File: config.mk
export PLATFORM = sky130hd
export DESIGN_NAME = matrix_stream_engine
export DESIGN_NICKNAME = d
export VERILOG_FILES = /design/src/rtl/matrix_stream_pkg.sv /design/src/rtl/mac_unit.sv /design/src/rtl/matrix_stream_engine.sv
export SDC_FILE = /design/constraint.sdc
export NUM_CORES = 1
export LEC_CHECK = 0
export BUFFER_PORTS_ARGS = -buffer_cell sky130_fd_sc_hd__buf_2
export CORE_MARGIN = 2
export CORE_UTILIZATION = 30
export CTS_BUF_LIST = sky130_fd_sc_hd__clkbuf_8
export CTS_CLUSTER_SIZE = 14
export DETAILED_ROUTE_END_ITERATION = 7
export PLACE_DENSITY = 0.51
export SYNTH_ARGS = -nofsm -noshare
export SYNTH_HDL_FRONTEND = slang
export SYNTH_SLANG_ARGS = --single-unit
File: constraint.sdc
create_clock -name clk -period 4.65 [get_ports clk]
set_clock_uncertainty 0.05 [all_clocks]
set_input_delay 0.6975 -clock clk [delete_from_list [all_inputs] [get_ports clk]]
set_output_delay 0.6975 -clock clk [all_outputs]
set_load 0.005 [all_outputs]
File: src/rtl/matrix_stream_pkg.sv
// Shared opcodes, FSM state encoding and sizing helper for the matrix stream engine.
package matrix_stream_pkg;

  localparam logic [7:0] OP_ADD = 8'h00;
  localparam logic [7:0] OP_MUL = 8'h01;

  typedef enum logic [2:0] {
    IDLE    = 3'd0,
    LOAD_A  = 3'd1,
    LOAD_B  = 3'd2,
    COMPUTE = 3'd3,
    SEND    = 3'd4,
    ERR     = 3'd5
  } state_t;

  function automatic int clog2(input int v);
    int r;
    r = 0;
    for (int p = 0; p < 31; p++) begin
      if ((1 << p) < v) r = p + 1;
    end
    return r;
  endfunction

endpackage

File: src/rtl/mac_unit.sv
// Single multiply-accumulate slice: acc += a*b, with clear that restarts the sum.
module mac_unit #(
  parameter int DW    = 8,
  parameter int ACC_W = 17
) (
  input  logic             clk,
  input  logic             rst,
  input  logic             clr,
  input  logic             en,
  input  logic [DW-1:0]    a,
  input  logic [DW-1:0]    b,
  output logic [ACC_W-1:0] acc
);

  logic [2*DW-1:0]  prod;
  logic [ACC_W-1:0] prod_ext;

  assign prod     = a * b;
  assign prod_ext = {{(ACC_W-2*DW){1'b0}}, prod};

  // clr together with en loads the first product of a new dot product
  always_ff @(posedge clk or posedge rst) begin
    if (rst) begin
      acc <= '0;
    end else if (en) begin
      acc <= (clr ? '0 : acc) + prod_ext;
    end else if (clr) begin
      acc <= '0;
    end
  end

endmodule

File: src/rtl/matrix_stream_engine.sv
// NxN matrix coprocessor on a byte stream: header, A, B in; A*B or A+B computed
// with one sequential MAC; result streamed out row-major, LSB byte first.
module matrix_stream_engine
  import matrix_stream_pkg::*;
#(
  parameter int          N        = 2,
  parameter int          DW       = 8,
  parameter int          SAT      = 1,
  parameter logic [7:0]  ERR_BYTE = 8'hEE
) (
  input  logic       clk,
  input  logic       rst,
  input  logic       in_valid,
  input  logic [7:0] in_data,
  output logic       in_ready,
  output logic       out_valid,
  output logic [7:0] out_data,
  input  logic       out_ready,
  output logic       busy,
  output logic       op_done,
  output logic       err,
  output logic       ovf
);

  localparam int NE    = N * N;
  localparam int NB    = DW / 8;
  localparam int EW    = clog2(NE);
  localparam int BW    = (NB > 1) ? clog2(NB) : 1;
  localparam int IW    = clog2(N);
  localparam int ACC_W = 2 * DW + clog2(N);

  state_t            state;
  logic              op_mul;
  logic [EW-1:0]     ecnt;
  logic [BW-1:0]     bcnt;
  logic [IW-1:0]     i_cnt, j_cnt, k_cnt;
  logic              wb;
  logic [EW-1:0]     wb_idx;
  logic              mac_done;

  logic [DW-1:0]     a_m [NE];
  logic [DW-1:0]     b_m [NE];
  logic [DW-1:0]     c_m [NE];

  logic [EW-1:0]     a_idx, b_idx;
  logic              mac_en, mac_clr;
  logic [ACC_W-1:0]  acc;
  logic [DW:0]       sum_add;
  logic [ACC_W-1:0]  wb_src;
  logic              c_we, c_over;
  logic [EW-1:0]     c_widx;
  logic [DW-1:0]     c_wval;
  logic              in_hs, out_hs, last_byte, last_elem;

  assign in_hs     = in_valid && in_ready;
  assign out_hs    = out_valid && out_ready;
  assign last_byte = (bcnt == BW'(NB - 1));
  assign last_elem = (ecnt == EW'(NE - 1));

  assign a_idx   = EW'(i_cnt * N + k_cnt);
  assign b_idx   = EW'(k_cnt * N + j_cnt);
  assign mac_en  = (state == COMPUTE) && op_mul && !mac_done;
  assign mac_clr = (k_cnt == '0);

  mac_unit #(.DW(DW), .ACC_W(ACC_W)) u_mac (
    .clk (clk),
    .rst (rst),
    .clr (mac_clr),
    .en  (mac_en),
    .a   (a_m[a_idx]),
    .b   (b_m[b_idx]),
    .acc (acc)
  );

  // One writeback path serves both ops; MUL retires the element finished last cycle
  always_comb begin
    sum_add = {1'b0, a_m[ecnt]} + {1'b0, b_m[ecnt]};
    wb_src  = op_mul ? acc : ACC_W'(sum_add);
    c_over  = |wb_src[ACC_W-1:DW];
    c_wval  = (c_over && (SAT != 0)) ? '1 : wb_src[DW-1:0];
    c_widx  = op_mul ? wb_idx : ecnt;
    c_we    = (state == COMPUTE) && (op_mul ? wb : 1'b1);
  end

  always_comb begin
    out_data = '0;
    if (state == ERR) begin
      out_data = ERR_BYTE;
    end else if (state == SEND) begin
      for (int q = 0; q < NB; q++) begin
        if (bcnt == BW'(q)) out_data = c_m[ecnt][8*q +: 8];
      end
    end
  end

  always_ff @(posedge clk or posedge rst) begin
    if (rst) begin
      state     <= IDLE;
      op_mul    <= 1'b0;
      ecnt      <= '0;
      bcnt      <= '0;
      i_cnt     <= '0;
      j_cnt     <= '0;
      k_cnt     <= '0;
      wb        <= 1'b0;
      wb_idx    <= '0;
      mac_done  <= 1'b0;
      in_ready  <= 1'b0;
      out_valid <= 1'b0;
      busy      <= 1'b0;
      op_done   <= 1'b0;
      err       <= 1'b0;
      ovf       <= 1'b0;
      for (int e = 0; e < NE; e++) begin
        a_m[e] <= '0;
        b_m[e] <= '0;
        c_m[e] <= '0;
      end
    end else begin
      op_done <= 1'b0;
      err     <= 1'b0;
      if (c_we) begin
        c_m[c_widx] <= c_wval;
        if (c_over) ovf <= 1'b1;
      end
      case (state)
        IDLE: begin
          in_ready <= 1'b1;
          if (in_hs) begin
            busy <= 1'b1;
            if (in_data == OP_MUL || in_data == OP_ADD) begin
              op_mul <= (in_data == OP_MUL);
              ovf    <= 1'b0;
              state  <= LOAD_A;
            end else begin
              err       <= 1'b1;
              out_valid <= 1'b1;
              in_ready  <= 1'b0;
              state     <= ERR;
            end
          end
        end
        LOAD_A, LOAD_B: begin
          if (in_hs) begin
            for (int q = 0; q < NB; q++) begin
              if (bcnt == BW'(q)) begin
                if (state == LOAD_A) a_m[ecnt][8*q +: 8] <= in_data;
                else                 b_m[ecnt][8*q +: 8] <= in_data;
              end
            end
            if (last_byte) begin
              bcnt <= '0;
              if (last_elem) begin
                ecnt <= '0;
                if (state == LOAD_A) begin
                  state <= LOAD_B;
                end else begin
                  state    <= COMPUTE;
                  in_ready <= 1'b0;
                end
              end else begin
                ecnt <= ecnt + 1'b1;
              end
            end else begin
              bcnt <= bcnt + 1'b1;
            end
          end
        end
        COMPUTE: begin
          if (!op_mul) begin
            if (last_elem) begin
              ecnt      <= '0;
              out_valid <= 1'b1;
              state     <= SEND;
            end else begin
              ecnt <= ecnt + 1'b1;
            end
          end else if (!mac_done) begin
            wb <= 1'b0;
            if (k_cnt == IW'(N - 1)) begin
              k_cnt  <= '0;
              wb     <= 1'b1;
              wb_idx <= EW'(i_cnt * N + j_cnt);
              if (j_cnt == IW'(N - 1)) begin
                j_cnt <= '0;
                if (i_cnt == IW'(N - 1)) begin
                  i_cnt    <= '0;
                  mac_done <= 1'b1;
                end else begin
                  i_cnt <= i_cnt + 1'b1;
                end
              end else begin
                j_cnt <= j_cnt + 1'b1;
              end
            end else begin
              k_cnt <= k_cnt + 1'b1;
            end
          end else begin
            // drain cycle: the last dot product is written back above
            wb        <= 1'b0;
            mac_done  <= 1'b0;
            out_valid <= 1'b1;
            state     <= SEND;
          end
        end
        SEND: begin
          if (out_hs) begin
            if (last_byte) begin
              bcnt <= '0;
              if (last_elem) begin
                ecnt      <= '0;
                out_valid <= 1'b0;
                op_done   <= 1'b1;
                busy      <= 1'b0;
                state     <= IDLE;
              end else begin
                ecnt <= ecnt + 1'b1;
              end
            end else begin
              bcnt <= bcnt + 1'b1;
            end
          end
        end
        ERR: begin
          if (out_hs) begin
            out_valid <= 1'b0;
            busy      <= 1'b0;
            state     <= IDLE;
          end
        end
        default: state <= IDLE;
      endcase
    end
  end

endmodule

After elaboration in Yosys (flattened, before gate mapping)
Index checks and enable logic that the tools add are counted.
{ "totals": {"ff_bits": 133, "latchBits": 0, "ramBits": 0, "romBits": 0, "output_inout_bits": 14, "n_memories": 0} }
{ "classes": {"add_sub_neg": 10, "mul": 1, "div": 0, "order_cmp": 6, "n_eq_ne": 20, "n_shift": 0, "n_mux": 95, "bitwise_logic": 7, "reduce_logical": 31} }
{ "ops": {"columns": ["operator", "n"], "rows": [
  ["8-bit 2-to-1 mux", 16],
  ["32-bit bitwise mux", 3],
  ["8-bit binary-select mux with 2-bit select", 5],
  ["17-bit 2-to-1 mux", 3],
  ["1-bit 2-to-1 mux", 42],
  ["3-bit 2-to-1 mux", 12],
  ["8-bit demux with 2-bit select", 2],
  ["2-bit inequality test (second input constant)", 11],
  ["17-bit by 16-bit adder with 17-bit output", 1],
  ["8-bit by 8-bit multiplier with 16-bit output", 1],
  ["4-bit AND reduction", 4],
  ["3-bit one-hot mux with 5 select lines", 1],
  ["3-bit greater-or-equal comparator (second input constant)", 4],
  ["2-bit 2-to-1 mux", 6],
  ["2-bit inverter with 3-bit output", 4],
  ["10-bit AND reduction", 1],
  ["5-bit AND reduction", 2],
  ["8-bit by 8-bit adder with 9-bit output", 1],
  ["3-bit AND reduction", 3],
  ["9-bit AND reduction", 1],
  ["9-bit OR reduction", 1],
  ["8-bit by 1-bit == test with 1-bit output (second input constant)", 1],
  ["8-bit zero test", 1],
  ["1-bit logical AND", 7],
  ["other kinds (23)", 37]
]} }

Longest topological paths before layout
{ "depth": {"word_depth": 12, "mapped_depth": 21, "ltp_nobuf": 18} }

By module
From an unflattened synthesis, not the netlist that was laid out.
{ "unflattened": {"cells_unflattened": 851, "hier_area_um2": 9484.1} }
{ "by_module_without_submodules": {"columns": ["module", "instances", "cells_per_inst", "area_each_um2", "seq_area_each_um2"], "rows": [
  ["matrix_stream_engine", 1, 480, 6143.4, 2877.8],
  ["mac_unit", 1, 371, 3340.7, 425.4]
]} }

Worst setup path after synthesis
No wires, ideal clock.
{ "synth_path": {"path_kind": "register to register", "start": "reg k_cnt", "end": "reg u_mac.acc[16]", "setup_ns": 0.104, "arrival_ns": 4.969, "t_required_ns": 4.496, "path_slack_ns": -0.473, "stages_incl_launch_ff": 19, "n_path_buf": 3, "synth_period_minus_slack_ns": 5.123, "path_cell_list": "dfrtp_1 buf_2 buf_2 buf_2 mux4_2 and2_1 fa_1 fa_1 inv_1 fa_1 fa_1 inv_1 ha_1 a21o_1 a21oi_1 a21oi_1 o311ai_2 mux2i_1 o311ai_1"} }
{ "synth_between": {"elab_chain_cells": 8, "elab_cells_between_ends": 14, "cone_classes": "3 x add/sub; 1 x mul; 8 x mux; 2 x bitwise"} }
{ "synth_lines": {"columns": ["item", "line_no", "rtl"], "rows": [
  ["from (decl)", "matrix_stream_engine.sv:36", "logic [IW-1:0] i_cnt, j_cnt, k_cnt;"],
  ["from (signal assigned)", "matrix_stream_engine.sv:196", "k_cnt <= k_cnt + 1'b1;"],
  ["2-bit by 1-bit adder with 2-bit output, on equally long branches", "matrix_stream_engine.sv:60, matrix_stream_engine.sv:61", null],
  ["2-bit inverter with 3-bit output, on equally long branches", "matrix_stream_engine.sv:70, matrix_stream_engine.sv:71", null],
  ["8-bit binary-select mux with 2-bit select, on equally long branches", "matrix_stream_engine.sv:70, matrix_stream_engine.sv:71", null],
  ["8-bit 2-to-1 mux, on equally long branches (2 in a row)", "matrix_stream_engine.sv:70, matrix_stream_engine.sv:71", null],
  ["8-bit by 8-bit multiplier with 16-bit output", "mac_unit.sv:18", "assign prod = a * b;"],
  ["17-bit by 16-bit adder with 17-bit output", "mac_unit.sv:26", "acc <= (clr ? '0 : acc) + prod_ext;"],
  ["17-bit 2-to-1 mux (*)", "mac_unit.sv:25", "end else if (en) begin"],
  ["to (signal assigned)", "mac_unit.sv:26", null],
  ["to (decl)", "mac_unit.sv:12", "output logic [ACC_W-1:0] acc"]
]} }
Every way passes the cells marked *; elsewhere a longest branch is shown, timed or not. The select of a mux whose other input is x is not followed.
A chain may end at the register's enable or synchronous reset.

Worst setup path after layout
{ "layout_path": {"start": "reg k_cnt", "end": "reg u_mac.acc[11]"} }
Same word-level chain as after synthesis.

==> results.py <==
metrics = {
    "yosys": {
        "netlist.area_leader.share": 0.351,
        "synth_cell_types": 62,
        "syn-cell-area_um2": 9400,
        "synthFlopType": "dfrtp_1",
        "ys_seq_elements": 132,
        "synth_common_cells": "dfrtp_1 (132), inv_1 (90), nand2_1 (72)",
        "synthCells": 861,
        "synthArstFlopShare": 1.00,
        "synth_area_leaders": "dfrtp_1 (35%), fa_1 (11%), mux4_2 (9.6%), mux2_2 (8.4%), ha_1 (6.7%)",
        "yosys_warnings": 0,
        "synth_edf_count": 0,
        "synth_most_common_cell": "dfrtp_1",
        "ys_seq_area_frac": 0.351,
        "synth_top_area_cell": "dfrtp_1",
        "avgSynthCellArea_um2": 10.9,
        "synthesis.nets": 974,
    },
    "global_route": {
        "grt_pass1_wl_um": 37400,
        "grt_antenna_before_repair": 0,
        "grt_use_total": 0.144,
        "grt_start_max_net_pins": 104,
        "grt-ovfl-total": 0,
        "grt_pass1_vias": 6850,
    },
    "flow_run": {
        "cap_viol_max_count": 0,
    },
    "layout": {
        "final_nets": 1058,
        "diodes": 0,
        "seq_area_um2": 3310,
        "fillCellCount": 3125,
        "area_growth_pct": 17.2,
        "final_layout_size_suffix_gt1_frac": 0.316,
        "multi_input_area_um2": 5780,
    },
    "route": {
        "vias": 6550,
        "drtIter0Drc": 321,
        "wl_met3_um": 544,
        "ant_nets": 0,
        "wl_per_cell_um": 16.6,
        "firstDrtPassIters": 4,
        "routed_via_density": 4.84,
        "dr_wl_met2_um": 10700,
        "drc": 0,
        "wl_met1_um": 11000,
        "routed_wl_um": 22400,
        "routed.top_layer": "met4",
    },
    "power": {
        "peakVddDrop_mv": 0.174,
        "p_per_area_nw_per_um2": 199,
        "p_leak_nw": 5.31,
        "power.total_mw": 2.19,
    },
    "placed_design": {
        "hpwl_um": 17000,
        "port_buffers": 25,
        "place.gp.congestion": 0.786,
    },
    "run_status": {
        "violations": "negative setup slack",
        "status": "finished, violations left",
    },
    "cts": {
        "clock_latency_ns": 0.45,
        "cts_buffer_depth": 2,
        "htreeDepth": 4,
        "postCtsHoldBufs": 0,
        "root_buffer": "clkbuf_8",
        "cts_made_buffers": 17,
        "cts_tree": "yes",
        "clkTransAtPathRegs_ns": 0.09,
        "numClockSinks": 132,
    },
    "floorplanning": {
        "pin_count": 26,
        "die_x_um": 181,
        "die-area_um2": 32800,
        "rows": 64,
        "start_util": 0.306,
        "fp.dieH_um": 181,
        "core_area_um2": 30700,
    },
    "sta": {
        "fin_crit_ns": 4.93,
        "setup_ws_ns": -0.275,
        "worst_pin_slew_ns": 1.11,
        "rsz0062_at_grt": "true",
        "fin_crit_sh": 1.06,
        "max_slew_margin": 0.259,
        "setup_viol": 10,
        "fin_tns_setup_ns": -1.98,
        "finalMaxSlewViolations": 0,
        "max_freq_mhz": 203,
        "finalHoldViolCount": 0,
    },
    "critical_path": {
        "crit_fanout": 10,
        "end_kind": "register",
        "worstPathArrival_ns": 5.17,
        "r2r-start": "k_cnt",
        "startpoint": "k_cnt",
        "crit_type": "register to register",
        "cp-start-kind": "register",
        "cp.required_ns": 4.90,
    },
    "min_path": {
        "hp-class": "input port to async pin",
    },
}
## routing by layer
layer,vias up,track usage
met5,-,0
met4,0,0.0332
met3,15,0.0187
met2,71,0.239
met1,3319,0.202
li1,3145,-
## worst max-delay path: stages, from the launching register on
cell and delay, ns:
dfrtp_1 0.40, buf_12 0.16, mux4_2 0.60, nand2_1 0.12, fa_1 0.45, fa_1 0.61
inv_2 0.05, fa_1 0.54, inv_2 0.04, fa_1 0.54, inv_2 0.05, ha_4 0.25
o21a_1 0.10, o31a_1 0.18, o31ai_4 0.23, buf_4 0.15, xor2_1 0.15, o21ai_0 0.09
## power breakdown
part           leakage [nW]  switching (mW)  internal (mW)
sequential             1.83               0           1.15
clock                 0.198           0.504          0.504
combinational          3.28          0.0341        0.00500
## worst paths after layout
kind / to / slack, ns / cells after the start
worst max-delay path: u_mac.acc[11] / -0.28 / 17
worst min-delay path: state[0] / 0.42 / 2
worst max register to register: u_mac.acc[11] / -0.28 / 17
worst min register to register: c_m[31] / 0.43 / 2
max in group asynchronous: b_m[10] / 3.13 / 3
min in group clk: c_m[31] / 0.43 / 2
## final cells by class
type	count	share of cell area
clock buffer	19	0.0237
clock inverter	13	0.0124
inverter	91	0.0315
multi-input combinational	606	0.525
sequential	132	0.300
tap	396	0.0450
timing repair buffer	97	0.0627
## state kept, by name, summed over array words and instances, names as in the netlist
name,cells
op_mul,1
state,3
ovf,1
err,1
b_m,32
wb_idx,2
op_done,1
j_cnt,1
k_cnt,1
c_m,32
i_cnt,1
ecnt,2
wb,1
u_mac.acc,17
busy,1
mac_done,1
in_ready,1
out_valid,1
a_m,32
## metrics by stage
stage	area, um^2	hold WS, ns	instances	utilization	worst slack (ns)
floorplan	9550	0.395	861	-	-0.0549
global placement	10500	0.411	1316	0.342	-0.374
detailed placement	10500	0.419	1316	0.342	-0.429
CTS	11000	0.438	1354	0.358	-0.287
global route	11000	0.473	1354	0.358	-0.442
finish	11000	0.419	1354	0.358	-0.275
## cell families (layout without fill, tap and decap cells)
kind of cell | Yosys count | in the layout | synth area share
buf+inv | 123 | 220 | 0.0512
fa+ha+maj | 101 | 101 | 0.175
flops | 132 | 132 | 0.351
compound gates | 126 | 126 | 0.0872
mux | 113 | 113 | 0.183
simple gates | 250 | 250 | 0.137
xor+xnor | 16 | 16 | 0.0149
## placed cells by master, fill, tap and decap left out, drive strengths merged, types with 10 or more instances in the layout
master,synthesis,layout
buf,18,97
inv,91,94
a21o,10,10
dfrtp,132,132
fa,51,51
a21oi,48,48
o21ai,34,34
mux2,70,70
nand3,12,12
nor3,11,11
clkbuf,14,19
nor2,58,58
ha,50,50
mux4,40,40
and2,51,51
nand2,80,80
## what timing repair did
item | CTS | global route
endpoints found under the setup margin | 10 | 10
buffers inserted | 6 | 1
endpoints found under the hold margin | 0 | 0
gates resized for setup | 11 | 4
pin swaps | 4 | 1
No activity file was read; power rests on OpenSTA's default activity.
